$ cat config.mk
export PLATFORM = sky130hd
export DESIGN_NAME = bcd_counter_chain
export DESIGN_NICKNAME = d
export VERILOG_FILES = /design/src/rtl/bcd_counter_chain.sv
export SDC_FILE = /design/constraint.sdc
export NUM_CORES = 1
export LEC_CHECK = 0
export ABC_AREA = 1
export ABC_CLOCK_PERIOD_IN_PS = 1900
export CAP_MARGIN = 20
export CORE_UTILIZATION = 40
export CTS_CLUSTER_DIAMETER = 100
export DETAILED_ROUTE_END_ITERATION = 12
export PLACE_DENSITY = 0.71
export SLEW_MARGIN = 20
export SYNTH_ARGS = -nofsm -noshare
export SYNTH_HDL_FRONTEND = slang
export SYNTH_SLANG_ARGS = --single-unit
export TNS_END_PERCENT = 30
$ cat constraint.sdc
create_clock -name CP -period 1.9 [get_ports CP]
set_clock_uncertainty 0.15 [all_clocks]
set_input_delay 0.19 -clock CP [delete_from_list [all_inputs] [get_ports CP]]
set_output_delay 0.19 -clock CP [all_outputs]
set_load 0.03 [all_outputs]
$ cat src/rtl/bcd_counter_chain.sv
// bcd_counter_chain: cascadable DIGITS-decade synchronous BCD counter with 74160-style controls
//   CP  clock (rising edge)         Rd  async clear, active-low
//   LD  sync load, active-low       EP/ET  parallel/trickle count enables (ET also gates C)
//   UD  1=up 0=down                 D   BCD load value, LIM  wrap limit (modulus LIM+1)
//   Q   registered count            C   combinational terminal count
//   ERR sticky illegal-load flag
//   Define BCD_CHAIN_DOWN_EN to honour UD; otherwise UD is ignored and the counter counts up only.
module bcd_counter_chain #(
    parameter int DIGITS = 2
) (
    input  logic                CP,
    input  logic                Rd,
    input  logic                LD,
    input  logic                EP,
    input  logic                ET,
    input  logic                UD,
    input  logic [4*DIGITS-1:0] D,
    input  logic [4*DIGITS-1:0] LIM,
    output logic [4*DIGITS-1:0] Q,
    output logic                C,
    output logic                ERR
);
    localparam int W = 4*DIGITS;
    logic [W-1:0] q_q, q_d, lim_c, inc, ld_val;
    logic         err_q, err_d, bad, carry, at_lim, at_zero, step;
`ifdef BCD_CHAIN_DOWN_EN
    logic [W-1:0] dec;
    logic         borrow;
`else
    logic         unused_ud;
    assign unused_ud = UD;
`endif
    always_comb begin
        lim_c  = '0;
        inc    = '0;
        ld_val = '0;
        bad    = 1'b0;
        carry  = 1'b1;
`ifdef BCD_CHAIN_DOWN_EN
        dec    = '0;
        borrow = 1'b1;
`endif
        for (int i = 0; i < DIGITS; i++) begin
            // out-of-range limit digits saturate to 9, illegal load digits load as 0
            lim_c[4*i+:4]  = (LIM[4*i+:4] > 4'd9) ? 4'd9 : LIM[4*i+:4];
            ld_val[4*i+:4] = (D[4*i+:4] > 4'd9) ? 4'd0 : D[4*i+:4];
            bad            = bad | (D[4*i+:4] > 4'd9);
            inc[4*i+:4]    = carry ? ((q_q[4*i+:4] == 4'd9) ? 4'd0 : q_q[4*i+:4] + 4'd1) : q_q[4*i+:4];
            carry          = carry & (q_q[4*i+:4] == 4'd9);
`ifdef BCD_CHAIN_DOWN_EN
            dec[4*i+:4]    = borrow ? ((q_q[4*i+:4] == 4'd0) ? 4'd9 : q_q[4*i+:4] - 4'd1) : q_q[4*i+:4];
            borrow         = borrow & (q_q[4*i+:4] == 4'd0);
`endif
        end
    end
    assign at_lim  = (q_q == lim_c);
    assign at_zero = (q_q == '0);
    assign step    = LD & EP & ET;
    // a Q above LIM never matches at_lim, so it rolls on until the all-9s wrap
    always_comb begin
        q_d = q_q;
        if (!LD)
            q_d = ld_val;
        else if (step)
`ifdef BCD_CHAIN_DOWN_EN
            q_d = UD ? (at_lim ? '0 : inc) : (at_zero ? lim_c : dec);
`else
            q_d = at_lim ? '0 : inc;
`endif
    end
    assign err_d = err_q | (!LD & bad);
    always_ff @(posedge CP or negedge Rd) begin
        if (!Rd) begin
            q_q   <= '0;
            err_q <= 1'b0;
        end else begin
            q_q   <= q_d;
            err_q <= err_d;
        end
    end
    assign Q   = q_q;
    assign ERR = err_q;
`ifdef BCD_CHAIN_DOWN_EN
    assign C = ET & (UD ? at_lim : at_zero);
`else
    assign C = ET & at_lim;
`endif
endmodule

---- After elaboration in Yosys (flattened, before gate mapping) ----
Index checks and enable logic that the tools add are counted.
storage, ports and cells
  bits in registers ....................... 9
  input port bits ......................... 22
  output and inout bits ................... 10
  logic and storage cells ................. 32
cells by class
  $add $sub $neg .......................... 2
  order comparisons ....................... 4
  eq/ne operators ......................... 5
  muxes and demuxes ....................... 10
  bitwise operators ....................... 6
  reductions and logical operators ........ 2
operator list
  operator                                              number
  2-to-1 mux 4 bit                                      7
  2-to-1 mux 8 bit                                      3
  greater-than comparator 4 bit, second input constant  4
  adder 4 x 1 -> 4 bit, second input constant           2
  equality test 4 bit, second input constant            2
  equality test 8 bit                                   1
  AND 1 bit                                             4
  != test 3 x 1 -> 1 bit, second input constant         1
  != test 2 x 1 -> 1 bit, second input constant         1
  bitwise OR 1 bit                                      2
  AND reduction 2 bit                                   1
  logical NOT 1 bit                                     1

---- Longest topological paths before layout ----
Gate-level depths: netlist (run 1).
  depth in word-level cells ............... 6
  gate-level depth with buffers ........... 12
  gate-level depth less buffers ........... 12

---- Worst setup path before layout (run 1) ----
Ideal clock, no wire load.
  path type ............................... register -> output
  start point ............................. reg q_q[3] (netlist: Q[3])
  end point ............................... out C
  data arrival time ....................... 1.572 ns
  required time ........................... 1.560 ns
  slack ................................... -0.012 ns
  cell stages (with the launch flop) ...... 9
  path buffers ............................ 0
  path through ............................ dfrtp_1 inv_2 nand2_1 nand2_1 nor2_1 nand3_1 nor2_2 nand3_4 nor2_1
on the way
  cells in the longest elaborated chain, start to end .. 2
RTL lines
  item                    line  RTL
  start, declared         24    logic [W-1:0] q_q, q_d, lim_c, inc, ld_val;
  start signal, assigned  77    q_q <= q_d;
  equality test 8 bit     56    assign at_lim = (q_q == lim_c);
  AND 1 bit               86    assign C = ET & at_lim;
  end, declared           20    output logic C,
No other way between the ends.

---- Worst setup path after layout (run 1) ----
  start point ............................. reg q_q[4] (netlist: Q[4])
  end point ............................... out Q[4]
RTL lines
  item           line  RTL
  end, declared  19    output logic [4*DIGITS-1:0] Q,
No word-level cell between the ends.

==> results.py, run 1 <==
metrics = {
    "pwr": {
        "ir_worst_vdd_v": 0.000543,
        "intPower_uw": 563,
        "sw_frac_of_total": 0.439,
        "seqPwrFrac": 0.305,
        "p_leak_uw": 0.000683,
        "finalPower_uw": 1000,
        "power_switching_uw": 440,
        "p_clk_frac": 0.148,
        "power-per-cell-area_nw_per_um2": 775,
        "p_comb_frac": 0.547,
    },
    "run_status": {
        "status": "completed",
    },
    "cells_and_area": {
        "fillers": 191,
        "area_delta_synth_final_pct": 46.9,
        "diodes": 0,
        "fin_nets": 197,
        "multiInputGateArea_um2": 564,
        "fin_cells": 197,
        "fin_util": 0.640,
        "fin_area_um2": 1290,
        "drive_gt1_frac": 0.194,
        "seq_area_um2": 228,
    },
    "placement": {
        "placedCellCount": 190,
        "gp_congestion": 0.773,
        "portBuffers": 30,
        "hpwl_um": 1620,
        "postPlaceCellArea_um2": 1220,
    },
    "logic_synthesis": {
        "synth_area_um2": 881,
        "synth_area_per_cell_um2": 6.67,
        "synth-seq-area-share": 0.256,
        "syn_inst": 132,
        "ys.flop_type": "dfrtp_1",
        "synth_cell_types": 25,
        "yosys_warnings": 0,
        "synth_nets": 158,
        "synth_edf_count": 0,
        "ys_ff_latch": 9,
        "synthArstFlopShare": 1.00,
    },
    "critical_path": {
        "cp_top_family": "buffers and inverters",
        "cp_cell_sequence": "clkdlybuf4s50_1",
        "slowest_stage": "clkdlybuf4s50_1",
        "cp_max_fo": 8,
        "critPathBufInv": 1,
        "crit_path_start_kind": "flip-flop",
        "max_stage_delay_ns": 0.72,
        "crit_arrival_ns": 1.46,
        "critPathCaptureType": "primary output",
        "cp.required_ns": 1.56,
        "crit_type": "flip-flop to primary output",
    },
    "cts": {
        "clock_insertion_delay_worst_skew_ns": 0.26,
        "clk_pin_slew_ns": 0.07,
        "numCtsBuffers": 3,
        "clockBufferDepth": 2,
        "cts.sinks": 9,
        "cts.htree.levels": 1,
        "cts_root_buffer": "clkbuf_4",
        "cts_tree": "built",
    },
    "detailed_routing": {
        "vias": 955,
        "wl_met2_um": 908,
        "viasPerCell": 4.85,
        "first_pass_iters": 4,
        "ant_nets": 0,
        "wl_per_cell_um": 10.2,
        "wl_met1_um": 955,
        "highest-signal-layer": "met4",
        "drc": 0,
        "wl_met3_um": 108,
        "routed_wirelength_um": 2000,
        "drt_iter0_markers": 25,
    },
    "sta": {
        "finalSetupViolCount": 0,
        "fin_hold_ws_ns": 0.0837,
        "fmax_mhz": 554,
        "fin_crit_sh": 0.949,
        "max_slew_margin": 0.709,
        "post-route-min-period_ns": 1.80,
        "worstMarginPinSlew_ns": 0.436,
        "final_hold_viol_count": 0,
        "drv_slew": 0,
    },
    "global_route": {
        "grt_overflow": 0,
        "grt_use_total": 0.190,
        "antenna_found_initial": 0,
        "grt_pass1_wl_um": 3590,
        "grt_max_degree": 10,
        "grt_pass1_vias": 883,
    },
    "floorplan": {
        "ios": 32,
        "die_area_um2": 2390,
        "core_um2": 2020,
        "rows": 16,
        "die_w_um": 48.9,
        "start_util": 0.436,
        "die_h_um": 48.9,
    },
    "flow_run": {
        "cap_violations": 0,
    },
    "hold_path": {
        "hp-class": "input port to asynchronous set/reset pin",
    },
}
==> logic make-up after synthesis <==
family	count (synthesis)	synth area share
compound gates	16	0.109
xor+xnor	3	0.0298
fa+ha+maj	4	0.0568
buf+inv	23	0.112
flops	9	0.256
simple gates	77	0.436
==> through the flow <==
stage / setup WS, ns / TNS, ns
after floorplan: 0.122 / 0
after global placement: -0.0271 / -0.0333
after detailed placement: -0.0690 / -0.332
after CTS: 0.00533 / 0
after global routing: -0.00794 / -0.00794
final: 0.0960 / 0
==> flip-flops by register name, indices dropped and copies added (netlist names) <==
name / count
Q: 8
ERR: 1
==> cell usage in the layout (no fill, tap or decap), types with 2 or more instances in the layout <==
master            n
nand2_1          32
clkdlybuf4s50_1  23
nand3_1          19
inv_1            17
nor2_1            8
dfrtp_1           7
a21oi_1           6
dlymetal6s2s_1    6
nand2_2           5
buf_4             5
inv_2             4
ha_1              4
o21ai_0           3
nor2_2            3
nand4_1           3
clkbuf_4          3
dfrtp_2           2
or2_2             2
o21ai_2           2
nand3_4           2
xor2_1            2
a31oi_1           2
==> area by class of cell <==
type	count	area share
timing repair buffer	35	0.274
inverter	22	0.0677
multi-input combinational	100	0.436
clock buffer	4	0.0203
tap	27	0.0261
sequential	9	0.176
==> routing by layer <==
| metal | track usage | vias to the layer above |
|---|---|---|
| met5 | 0 | - |
| met1 | 0.252 | 415 |
| li1 | - | 501 |
| met3 | 0.0280 | 4 |
| met2 | 0.308 | 35 |
| met4 | 0.0735 | 0 |
==> power by group through the flow <==
stage | clock network, µW | registers, µW | logic [µW]
global placement | 0 | 308 | 532
global route | 172 | 314 | 613
floorplan | 0 | 379 | 272
detailed placement | 0 | 309 | 539
CTS | 152 | 306 | 543
finish | 149 | 306 | 548
==> path summary, 6_finish.rpt <==
check                           depth (start not counted)  slack (ns)        startpoint               end
min in group CP                                         1        0.34     ERR$_DFF_PN0_     ERR$_DFF_PN0_
max in group asynchronous                               1        1.18                Rd  Q[7]$_DFFE_PN0P_
worst max register to register                         10        0.20  Q[7]$_DFFE_PN0P_  Q[3]$_DFFE_PN0P_
worst min register to register                          1        0.34     ERR$_DFF_PN0_     ERR$_DFF_PN0_
worst min-delay path                                    1        0.08                Rd  Q[2]$_DFFE_PN0P_
worst max-delay path                                    1         0.1  Q[4]$_DFFE_PN0P_              Q[4]
==> synthesized netlist by cell type (2+ instances only) <==
cell | number | area [µm²]
nor2_1 | 9 | 33.8
a21oi_1 | 6 | 30.0
xor2_1 | 2 | 17.5
ha_1 | 4 | 50.1
o21ai_0 | 3 | 15.0
nor2_2 | 3 | 18.8
nand3_4 | 2 | 35.0
nand4_1 | 3 | 18.8
a31oi_1 | 2 | 12.5
nand2_1 | 32 | 120
dfrtp_1 | 9 | 225
nand3_1 | 19 | 95.1
inv_1 | 17 | 63.8
o21ai_2 | 2 | 17.5
or2_2 | 2 | 12.5
inv_2 | 4 | 15.0
nand2_2 | 5 | 31.3
==> what timing repair did <==
action                                  4_1_cts  5_1_grt
hold buffers                                  0        0
resized for setup                             0       10
buffers inserted                              1        2
endpoints found under the setup margin        1        1
pin swaps                                     0        3
No activity file was read; power rests on OpenSTA's default activity.
==> run 2: changes to the inputs <==
Settings changed: CORE_UTILIZATION 40 to 44, PLACE_DENSITY 0.71 to 0.77.
==> results.py, run 2 (synthesized netlist as in run 1, its figures left out) <==
metrics = {
    "pwr": {
        "seqPwrFrac": 0.293,
        "p_comb_frac": 0.558,
        "intPower_uw": 580,
        "sw_frac_of_total": 0.445,
        "p_leak_uw": 0.000660,
        "ir_worst_vdd_v": 0.000511,
        "power_switching_uw": 465,
        "power-per-cell-area_nw_per_um2": 804,
        "p_clk_frac": 0.149,
        "finalPower_uw": 1040,
    },
    "cells_and_area": {
        "seq_area_um2": 226,
        "fin_area_um2": 1300,
        "final_cell_mix": "32 x nand2_1, 26 x clkdlybuf4s50_1, 19 x nand3_1",
        "largest_register_ffs": 8,
        "fin_util": 0.721,
        "fin_cells": 197,
        "diodes": 0,
        "multiInputGateArea_um2": 569,
        "area_delta_synth_final_pct": 47.4,
        "drive_gt1_frac": 0.203,
        "fin_nets": 199,
        "mostFrequentLayoutCell": "nand2_1",
        "fillers": 160,
    },
    "detailed_routing": {
        "wl_per_cell_um": 11.2,
        "viasPerCell": 4.98,
        "drc": 0,
        "first_pass_iters": 4,
        "ant_nets": 0,
        "drt_iter0_markers": 16,
        "vias": 981,
        "routed_wirelength_um": 2210,
    },
    "sta": {
        "fmax_mhz": 541,
        "final_hold_viol_count": 0,
        "post-route-min-period_ns": 1.85,
        "drv_slew": 0,
        "max_slew_margin": 0.717,
        "finalSetupViolCount": 0,
        "fin_crit_sh": 0.973,
        "worstMarginPinSlew_ns": 0.423,
        "rsz0062_at_grt": "yes",
    },
    "global_route": {
        "grt.met2_usage": 0.383,
        "grt_max_degree": 10,
        "grt_pass1_wl_um": 3360,
        "grtUsageMet1": 0.271,
        "antenna_found_initial": 0,
        "grt_busiest_layer": "met2",
        "grt_util_met3": 0.0115,
        "grt_pass1_vias": 859,
        "grt_overflow": 0,
        "grt_use_total": 0.218,
    },
    "critical_path": {
        "r2r-end": "Q[4]$_DFFE_PN0P_",
        "cp.required_ns": 1.56,
        "crit_type": "flip-flop to primary output",
        "crit_arrival_ns": 1.51,
        "worstRegToRegCells": 11,
        "regToRegSetupSlack_ns": 0.14,
        "worst_r2r_startpoint": "Q[6]$_DFFE_PN0P_",
        "critPathLaunch": "Q[6]$_DFFE_PN0P_",
        "critPathCaptureType": "primary output",
        "crit_end": "C",
        "cp_max_fo": 5,
        "crit_path_start_kind": "flip-flop",
    },
    "cts": {
        "cts.sinks": 9,
        "clockBufferDepth": 2,
        "numCtsBuffers": 3,
        "clk_pin_slew_ns": 0.07,
        "cts_root_buffer": "clkbuf_4",
        "postCtsHoldBufs": 0,
        "clock_insertion_delay_worst_skew_ns": 0.26,
        "cts.htree.levels": 1,
        "cts_tree": "built",
    },
    "placement": {
        "hpwl_um": 1730,
        "portBuffers": 30,
        "postPlaceCellArea_um2": 1220,
        "placedCellCount": 188,
        "gp_congestion": 0.810,
    },
    "floorplan": {
        "die_area_um2": 2180,
        "core_um2": 1800,
        "start_util": 0.489,
        "die_w_um": 46.7,
        "die_h_um": 46.7,
        "ios": 32,
        "rows": 15,
    },
    "flow_run": {
        "cap_violations": 0,
    },
    "hold_path": {
        "hp-class": "input port to asynchronous set/reset pin",
    },
    "run_status": {
        "status": "completed",
    },
}
run 2: worst max-delay path, stage by stage (launching register included):
cell     delay, ns
dfrtp_2       0.44
inv_2         0.07
a21oi_1       0.04
nor2_1        0.11
nand3_1       0.12
nor2_4        0.14
nand3_4       0.10
nor2_4        0.09
buf_6         0.13
run 2: power by group through the flow:
stage | sequential (µW) | clock (µW) | combinational (µW)
after floorplan | 379 | 0 | 272
after global placement | 307 | 0 | 535
after detailed placement | 309 | 0 | 544
after CTS | 304 | 156 | 564
after global routing | 314 | 168 | 640
final | 306 | 156 | 583
run 2: worst min-delay path by stage:
stage	cells after the start	slack, ns	from	end
global route	1	0.10	Rd	Q[0]$_DFFE_PN0P_
CTS	1	0.10	Rd	Q[7]$_DFFE_PN0P_
floorplan	0	-0.26	Rd	ERR$_DFF_PN0_
detailed placement	1	0.30	ERR$_DFF_PN0_	ERR$_DFF_PN0_
finish	1	0.07	Rd	Q[0]$_DFFE_PN0P_
global placement	1	0.31	ERR$_DFF_PN0_	ERR$_DFF_PN0_
run 2: cell type report:
class                      count  share of cell area
clock buffer                   4              0.0202
inverter                      22              0.0674
timing repair buffer          37               0.276
sequential                     9               0.174
multi-input combinational    100               0.438
tap                           25              0.0241
run 2: per-stage QoR:
step                worst slack (ns)  hold slack (ns)  TNS [ns]
finish                        0.0518           0.0722         0
global route                 -0.0704            0.104   -0.0704
CTS                           0.0213            0.104         0
detailed placement           -0.0468            0.305    -0.197
global placement             -0.0241            0.306   -0.0405
floorplan                      0.122           -0.256         0
run 2: metal layers:
layer	up-vias	share of wire
met4	0	0.020
met5	-	0
met2	27	0.49
li1	509	-
met3	7	0.044
met1	438	0.45
run 2: repair_timing:
action	CTS	global route
resized for setup	1	7
endpoints found under the setup margin	1	3
buffers inserted	3	2
pin swaps	2	5
hold endpoints to repair	0	0
